[src/rtl/dino_pkg.sv]
// Shared codes and state encoding for the dino motion controller.
package dino_pkg;

  localparam logic [1:0] GAME_INIT  = 2'd0;
  localparam logic [1:0] GAME_START = 2'd1;
  localparam logic [1:0] GAME_END   = 2'd2;
  localparam logic [1:0] GAME_RESET = 2'd3;

  localparam logic STAND = 1'b1;
  localparam logic SIT   = 1'b0;

  localparam int GROUND = 298;

  typedef enum logic [2:0] {
    ST_IDLE,
    ST_RUN,
    ST_DUCK,
    ST_ASCEND,
    ST_DESCEND,
    ST_DEAD
  } dino_state_e;

endpackage

[src/rtl/btn_edge_latch.sv]
// Latches a rising edge of a button level until a frame tick consumes it,
// so a press shorter than one frame is not lost.
module btn_edge_latch (
  input  logic clk,
  input  logic rst,
  input  logic btn,
  input  logic clear,
  input  logic consume,
  output logic req
);

  logic btn_q;
  logic rise;

  assign rise = btn & ~btn_q;

  // Clear dominates a coincident edge; an edge on the consuming tick survives
  // for the next frame.
  always_ff @(posedge clk) begin
    if (rst) begin
      btn_q <= 1'b0;
      req   <= 1'b0;
    end else begin
      btn_q <= btn;
      if (clear)        req <= 1'b0;
      else if (rise)    req <= 1'b1;
      else if (consume) req <= 1'b0;
    end
  end

endmodule

[src/rtl/dino_motion_ctrl.sv]
// Per-frame jump/duck motion controller producing the dino's vertical position.
//   state      | meaning
//   IDLE       | parked on the ground, waiting for the game to start
//   RUN        | on the ground, standing
//   DUCK       | on the ground, crouched
//   ASCEND     | rising; velocity decays by gravity each frame
//   DESCEND    | falling; fall speed grows up to the terminal value
//   DEAD       | game over, position frozen
module dino_motion_ctrl #(
  parameter int GROUND    = dino_pkg::GROUND,
  parameter int JUMP_V0   = 14,
  parameter int V_CUT     = 6,
  parameter int GRAV      = 1,
  parameter int FAST_GRAV = 3,
  parameter int MAX_FALL  = 14
) (
  input  logic       clk,
  input  logic       rst,
  input  logic       frame_tick,
  input  logic       jump_btn,
  input  logic       duck_btn,
  input  logic [1:0] game_state,
  output logic [9:0] pos,
  output logic       dino_behavior,
  output logic       airborne,
  output logic       land
);

  import dino_pkg::*;

  localparam logic [9:0]  GROUND_P   = 10'(GROUND);
  localparam logic [10:0] GROUND_W   = 11'(GROUND);
  localparam logic [4:0]  V0_P       = 5'(JUMP_V0);
  localparam logic [4:0]  VCUT_P     = 5'(V_CUT);
  localparam logic [4:0]  GRAV_P     = 5'(GRAV);
  localparam logic [4:0]  FGRAV_P    = 5'(FAST_GRAV);
  localparam logic [5:0]  MAXFALL_P  = 6'(MAX_FALL);

  dino_state_e state, state_n;
  logic [9:0]  pos_n;
  logic [4:0]  vel, vel_n;
  logic [4:0]  fall, fall_n;
  logic        land_n;

  logic        jump_req;
  logic        force_idle;
  logic [4:0]  g;
  logic [4:0]  veff;
  logic [4:0]  vel_dec;
  logic [5:0]  fall_sum;
  logic [4:0]  nfall;
  logic [10:0] land_sum;

  assign force_idle = (game_state == GAME_INIT) || (game_state == GAME_RESET);

  btn_edge_latch u_jump_latch (
    .clk     (clk),
    .rst     (rst),
    .btn     (jump_btn),
    .clear   (force_idle),
    .consume (frame_tick),
    .req     (jump_req)
  );

  always_comb begin
    g        = duck_btn ? FGRAV_P : GRAV_P;
    veff     = (!jump_btn && (vel > VCUT_P)) ? VCUT_P : vel;
    vel_dec  = (veff > g) ? (veff - g) : 5'd0;
    fall_sum = {1'b0, fall} + {1'b0, g};
    nfall    = (fall_sum > MAXFALL_P) ? MAXFALL_P[4:0] : fall_sum[4:0];
    land_sum = {1'b0, pos} + {6'd0, nfall};
  end

  always_comb begin
    state_n = state;
    pos_n   = pos;
    vel_n   = vel;
    fall_n  = fall;
    land_n  = 1'b0;

    if (force_idle) begin
      state_n = ST_IDLE;
      pos_n   = GROUND_P;
      vel_n   = 5'd0;
      fall_n  = 5'd0;
    end else if (game_state == GAME_END) begin
      state_n = ST_DEAD;
    end else if (frame_tick) begin
      case (state)
        ST_IDLE: state_n = ST_RUN;
        ST_RUN, ST_DUCK: begin
          if (jump_req) begin
            state_n = ST_ASCEND;
            vel_n   = V0_P;
          end else begin
            state_n = duck_btn ? ST_DUCK : ST_RUN;
          end
        end
        ST_ASCEND: begin
          // Clamp at the top of the screen so a large jump cannot wrap pos.
          pos_n = ({5'd0, veff} > pos) ? 10'd0 : (pos - {5'd0, veff});
          vel_n = vel_dec;
          if (vel_dec == 5'd0) begin
            state_n = ST_DESCEND;
            fall_n  = 5'd0;
          end
        end
        ST_DESCEND: begin
          if (land_sum >= GROUND_W) begin
            pos_n   = GROUND_P;
            fall_n  = 5'd0;
            land_n  = 1'b1;
            state_n = duck_btn ? ST_DUCK : ST_RUN;
          end else begin
            pos_n  = land_sum[9:0];
            fall_n = nfall;
          end
        end
        default: state_n = state;
      endcase
    end
  end

  always_ff @(posedge clk) begin
    if (rst) begin
      state         <= ST_IDLE;
      pos           <= GROUND_P;
      vel           <= 5'd0;
      fall          <= 5'd0;
      dino_behavior <= STAND;
      airborne      <= 1'b0;
      land          <= 1'b0;
    end else begin
      state         <= state_n;
      pos           <= pos_n;
      vel           <= vel_n;
      fall          <= fall_n;
      dino_behavior <= (state_n == ST_DUCK) ? SIT : STAND;
      airborne      <= (state_n == ST_ASCEND) || (state_n == ST_DESCEND);
      land          <= land_n;
    end
  end

endmodule

[config.mk]
export PLATFORM = sky130hd
export DESIGN_NAME = dino_motion_ctrl
export DESIGN_NICKNAME = d
export VERILOG_FILES = /design/src/rtl/dino_pkg.sv /design/src/rtl/btn_edge_latch.sv /design/src/rtl/dino_motion_ctrl.sv
export SDC_FILE = /design/constraint.sdc
export NUM_CORES = 1
export LEC_CHECK = 0
export CAP_MARGIN = 15
export CORE_UTILIZATION = 45
export CTS_CLUSTER_DIAMETER = 80
export DETAILED_ROUTE_END_ITERATION = 8
export HOLD_SLACK_MARGIN = 0.15
export PLACE_DENSITY = 0.77
export SYNTH_ARGS = -nofsm -noshare
export SYNTH_HDL_FRONTEND = slang
export SYNTH_SLANG_ARGS = --single-unit
export TNS_END_PERCENT = 10
[constraint.sdc]
create_clock -name clk -period 3.3 [get_ports clk]
set_input_delay 0.33 -clock clk [delete_from_list [all_inputs] [get_ports clk]]
set_output_delay 0.33 -clock clk [all_outputs]
set_load 0.01 [all_outputs]
# ---- Word-level counts from Yosys, hierarchy flattened
# Index checks and enable logic that the tools add are counted.
dict set report totals {
  reg_bits 28
  out_inout_bits 13
  word_cells 74
}
dict set report classes {
  add_sub_neg 4
  n_lt_le_gt_ge 5
  n_eq_ne 11
  n_mux 24
  bitwise_logic 5
  reduce_logical 16
}
# cell count
set op_table {}
lappend op_table {{$mux 5} 6}
lappend op_table {{$mux 10} 2}
lappend op_table {{$pmux 10 s2} 1}
lappend op_table {{$pmux 5 s2} 2}
lappend op_table {{$mux 3} 5}
lappend op_table {{$eq 3x2->1 const B} 4}
lappend op_table {{$pmux 3 s4} 1}
lappend op_table {{$add 10x5->11} 1}
lappend op_table {{$ge 11x9->1 const B} 1}
lappend op_table {{$gt 5x10->1} 1}
lappend op_table {{$sub 10x5->10} 1}
lappend op_table {{$reduce_and 4->1} 2}
lappend op_table {{$add 5x2->6} 1}
lappend op_table {{$eq 3x3->1 const B} 2}
lappend op_table {{$gt 6x4->1 const B} 1}
lappend op_table {{$mux 2} 3}
lappend op_table {{$reduce_bool 2->1} 3}
lappend op_table {{$gt 5x2->1} 1}
lappend op_table {{$gt 5x3->1 const B} 1}
lappend op_table {{$logic_not 5->1} 1}
lappend op_table {{$reduce_or 5->1} 1}
lappend op_table {{$sub 5x2->5} 1}
lappend op_table {{$eq 2x2->1 const B} 2}
lappend op_table {{$mux 1} 4}
lappend op_table {{12 further kinds} 17}

# ---- Depth between registers and ports, before layout
# Gate-level depths: netlist (run 1).
dict set report logic_depth {
  depth_word 13
  depth_mapped 17
}

# ---- By module
# Synthesis (run 1) repeated with hierarchy kept, for this count alone.
dict set report unflattened {
  cells_unflattened 298
  area_unflattened_um2 2326.0
}
# module n_inst cells_per_inst area_per_inst_um2 seq_area_each_um2
set by_module_without_submodules {}
lappend by_module_without_submodules {dino_motion_ctrl 1 292 2254.7 520.5}
lappend by_module_without_submodules {btn_edge_latch 1 6 71.3 40.0}

# ---- Least setup slack after synthesis (run 1)
# No wires, ideal clock.
dict set report synth_timing {
  path_type {input -> register}
  startpoint {input duck_btn}
  endpoint {register pos[6]}
  setup_time_ps 126
  t_arrival_ps 3427
  required_ps 3174
  slack_ps -254
  stages 17
  n_path_buf 1
  cell_sequence {fa_1 -> and3_1 -> nand3_1 -> o21ai_0 -> o41ai_1 -> nor2_1 -> ha_1 -> fa_1 -> a21o_1 -> a21oi_1 -> xnor2_1 -> o211ai_1 -> a31oi_2 -> nor2_2 -> buf_4 -> a22oi_1 -> o22ai_1}
}
dict set report synth_between {
  elab_chain_len 8
}
# item line_no
set synth_lines {}
lappend synth_lines {{from (decl)} dino_motion_ctrl.sv:21} ;# input logic duck_btn,
lappend synth_lines {{$mux 2 *} dino_motion_ctrl.sv:66} ;# g = duck_btn ? FGRAV_P : GRAV_P;
lappend synth_lines {{$add 5x2->6 *} dino_motion_ctrl.sv:69} ;# fall_sum = {1'b0, fall} + {1'b0, g};
lappend synth_lines {{$gt 6x4->1} dino_motion_ctrl.sv:70} ;# nfall = (fall_sum > MAXFALL_P) ? MAXFALL_P[4:0] : fall_sum[4:0];
lappend synth_lines {{$mux 5 *} dino_motion_ctrl.sv:70}
lappend synth_lines {{$add 10x5->11 *} dino_motion_ctrl.sv:71} ;# land_sum = {1'b0, pos} + {6'd0, nfall};
lappend synth_lines {{$ge 11x9->1} dino_motion_ctrl.sv:109} ;# if (land_sum >= GROUND_W) begin
lappend synth_lines {{$mux 10 *} dino_motion_ctrl.sv:109}
lappend synth_lines {{$pmux 10 s2 *} dino_motion_ctrl.sv:89} ;# case (state)
lappend synth_lines {{to (signal assigned)} dino_motion_ctrl.sv:135} ;# pos <= pos_n;
lappend synth_lines {{to (decl)} dino_motion_ctrl.sv:23} ;# output logic [9:0] pos,
# Every way passes the cells marked *; elsewhere a longest branch is shown, timed or not.
# A chain may end at the register's enable or synchronous reset.

# ---- Final worst setup path (run 1)
dict set report layout_timing {
  startpoint {register fall[1]}
  endpoint {register airborne}
}
dict set report layout_between {
  elab_chain_len 12
  word_cells_on_any_way 13
}
# item line_no
set layout_lines {}
lappend layout_lines {{from (decl)} dino_motion_ctrl.sv:42} ;# logic [4:0] fall, fall_n;
lappend layout_lines {{from (signal assigned)} dino_motion_ctrl.sv:137} ;# fall <= fall_n;
lappend layout_lines {{$add 5x2->6 *} dino_motion_ctrl.sv:69}
lappend layout_lines {{$gt 6x4->1} dino_motion_ctrl.sv:70}
lappend layout_lines {{$mux 5 *} dino_motion_ctrl.sv:70}
lappend layout_lines {{$add 10x5->11 *} dino_motion_ctrl.sv:71}
lappend layout_lines {{$ge 11x9->1 *} dino_motion_ctrl.sv:109}
lappend layout_lines {{$mux 3 *} dino_motion_ctrl.sv:109}
lappend layout_lines {{$pmux 3 s4 *} dino_motion_ctrl.sv:89}
lappend layout_lines {{$mux 3 *} dino_motion_ctrl.sv:88} ;# end else if (frame_tick) begin
lappend layout_lines {{$mux 3 *} dino_motion_ctrl.sv:86} ;# end else if (game_state == GAME_END) begin
lappend layout_lines {{$mux 3 *} dino_motion_ctrl.sv:81} ;# if (force_idle) begin
lappend layout_lines {{$eq 3x2->1 / $eq 3x3->1 (equally long branches)} dino_motion_ctrl.sv:139} ;# airborne <= (state_n == ST_ASCEND) || (state_n == ST_DESCEND);
lappend layout_lines {{$logic_or 1x1->1 *} dino_motion_ctrl.sv:139}
lappend layout_lines {{to (signal assigned)} dino_motion_ctrl.sv:139}
lappend layout_lines {{to (decl)} dino_motion_ctrl.sv:25} ;# output logic airborne,
# Marked as above.

==> results of run 1 <==
## timing repair
action	4_1_cts	5_1_grt
buffers inserted	1	0
endpoints found under the hold margin	0	0
endpoints found under the setup margin	19	19
gates resized for setup	11	2
pin swaps	20	5
## power by group through the flow
stage | logic (mW) | registers, mW | clock network, mW
finish | 0.140 | 0.350 | 0.276
global route | 0.152 | 0.351 | 0.292
CTS | 0.137 | 0.350 | 0.281
detailed placement | 0.128 | 0.358 | 0
global placement | 0.126 | 0.357 | 0
floorplan | 0.0778 | 0.355 | 0
## layout make-up
class	count	area share, %
Clock inverter	1	0.951
Timing Repair Buffer	62	16.7
Inverter	15	1.78
Tap cell	70	2.77
Multi-Input combinational cell	256	58.7
Sequential cell	28	17.8
Clock buffer	3	1.31
## routing by layer
layer	GRT usage [%]	wire [um]
met3	2.54	244
met4	5.87	93
met5	0	0
met2	41.6	3070
met1	31.7	2910
## critical path: cells and delay by family (launching register included)
family | cells | cell delay [ns]
DFF | 1 | 0.36
AOI/OAI and AO/OA | 5 | 1.11
and+or+nand+nor | 4 | 0.47
adders and majority gates | 3 | 1.12
buffers and inverters | 2 | 0.20
xor gates and xnor gates | 1 | 0.16
## layout by cell type (no fill, tap or decap), types with 6 or more instances in the layout
master | synthesis | routed
a211oi_1 | 6 | 6
a21oi_1 | 23 | 19
buf_4 | 2 | 41
clkdlybuf4s50_1 | 0 | 18
dfxtp_1 | 28 | 27
ha_1 | 15 | 13
inv_1 | 15 | 14
nand2_1 | 31 | 31
nand2b_1 | 6 | 6
nand3_1 | 10 | 10
nor2_1 | 32 | 32
nor2b_1 | 6 | 6
nor3_1 | 10 | 10
o21ai_0 | 24 | 23
## sequential cells by signal, indices dropped and copies added (netlist names)
name                cells
pos                    10
fall                    5
vel                     5
state                   3
airborne                1
dino_behavior           1
land                    1
u_jump_latch.btn_q      1
u_jump_latch.req        1
## final timing paths
kind,endpoint,start,depth (start not counted),slack [ns]
setup / recovery,airborne,fall[1],15,-0.25
setup reg to reg,airborne,fall[1],15,-0.25
hold / removal,fall[3],fall[3],2,0.50
hold reg to reg,fall[3],fall[3],2,0.50
## kinds of logic (layout without fill, tap and decap cells)
kind of cell | after synthesis | after routing | synth area share (%)
compound gates | 103 | 103 | 30.8
xor+xnor | 9 | 9 | 3.29
fa+ha+maj | 19 | 19 | 11.2
buf+inv | 28 | 81 | 4.80
flops | 28 | 28 | 23.4
mux | 1 | 1 | 0.418
other cells | 1 | 1 | 0.157
simple gates | 123 | 123 | 26.0
==> flow_metrics.tcl, run 1 <==
set metrics [dict create \
    min_period_over_period_pct 108 \
    synth_warnings 0 \
    dp_cells 430 \
    fin_cells 435 \
    synth_area_per_cell_sq_um 7.68 \
    grt_pass1_wl_um 10300 \
    first_global_vias 2282 \
    grt_max_degree 17 \
    hpwl_um 4840 \
    syn_area_sq_um 2400 \
    start_kind "flop" \
    p_seq_share_pct 45.7 \
    cts_tree "done" \
    routed_via_density 5.71 \
    antenna-diode-count 0 \
    placed_area_sq_um 3010 \
    fin_ws_ns -0.250 \
    syn2layout_area_growth_pct 31.8 \
    clk_pin_slew_ns 0.10 \
    rsz0062_at_grt "true" \
    swShare_pct 25.2 \
    drt_wl_total_um 6320 \
    crit_fanout 5 \
    intPower_uw 573 \
    synth.largest_area_cell "dfxtp_1" \
    synth_cell_types 67 \
    crit_type "reg2reg" \
    drt_iter0_markers 167 \
    ant_nets 0 \
    finalSetupTns_ns -2.42 \
    power_density_nw_per_um2 243 \
    finalSetupViolCount 17 \
    synthTopCellsByCount "nor2_1, nand2_1, dfxtp_1" \
    io_pins 20 \
    port_buffers 19 \
    die_h_um 75.0 \
    whs_ns 0.495 \
    seqCellArea_sq_um 562 \
    rows 26 \
    synth_nets 338 \
    drc 0 \
    postCtsHoldBufs 0 \
    synth_edf_count 0 \
    holdCritPathClass "reg2reg" \
    synth.area.top_cells "dfxtp_1, ha_1, o21ai_0" \
    synth_flop_cell "dfxtp_1" \
    max_clock_freq_mhz 282 \
    fillers 476 \
    skew_ns 0.00334 \
    post-place-ws_ns -0.868 \
    p_comb_share_pct 18.3 \
    worstMarginPinSlew_ns 0.821 \
    die_area_sq_um 5620 \
    synth_top_area_share_pct 23.4 \
    place.gp.congestion 0.936 \
    violations "setup timing" \
    maxCapViolCount 0 \
    p_leak_nw 1.28 \
    fp.coreArea_sq_um 5110 \
    cp_slowest_stage_delay_ns 0.57 \
    path_cells "fa_2 -> inv_2 -> o41ai_2 -> nor2_1 -> ha_2 -> fa_2 -> a21o_4 -> a21oi_2 -> xnor2_1 -> o211ai_1 -> a31oi_4 -> buf_12 -> nor3_4 -> nor4b_4 -> nor3_1" \
    crit_arrival_ns 3.71 \
    yosysMostFrequentCell "nor2_1" \
    netlist_instances 312 \
    num_vias 2482 \
    first_pass_iters 4 \
    hold_viol 0 \
    p_sw_uw 193 \
    required_ns 3.46 \
    clk_path_buf_depth 2 \
    end_kind "flop" \
    start_util_pct 46.9 \
    drive_gt1_share_pct 24.4 \
    nets 392 \
    power_frac_clock_pct 36.0 \
    cts.sinks 28 \
    cpMaxStageDelayCell "fa_2" \
    slew_viol_final 0 \
    yosysSeqAreaShare_pct 23.4 \
    antenna_found_initial 0 \
    ys_async_sr_fraction_pct 0 \
    cts_buffers 3 \
    final_core_util_pct 61.8 \
    multi_input_area_sq_um 1850 \
    ir_drop_v 0.000188 \
    clock-root-buffer "clkbuf_8" \
    htree_num_levels 1 \
    p_total_uw 766 \
    overflow 0 \
    maxSlewHeadroom_pct 44.7 \
    clk_latency_ns 0.28 \
    outcome "finished, violations left" \
    die_w_um 75.0 \
    design_area_sq_um 3160 \
    wire_per_inst_um 14.5 \
    ys_ff_latch 28 \
    fin_crit_ns 3.55 \
    crit_top_cell "fa_2" \
    grtUsageTotal_pct 23.9 \
]
Note: power is estimated with default switching activity, not from simulation.
==> inputs of run 2 (changes only) <==
--- a/config.mk
+++ b/config.mk
@@ -8,6 +8,7 @@
 export CAP_MARGIN = 15
 export CORE_UTILIZATION = 45
 export CTS_CLUSTER_DIAMETER = 80
+export CTS_CLUSTER_SIZE = 40
 export DETAILED_ROUTE_END_ITERATION = 8
 export HOLD_SLACK_MARGIN = 0.15
 export PLACE_DENSITY = 0.77
==> results of run 2 <==
The final DEF is identical to that of run 1; final timing and power are the same.
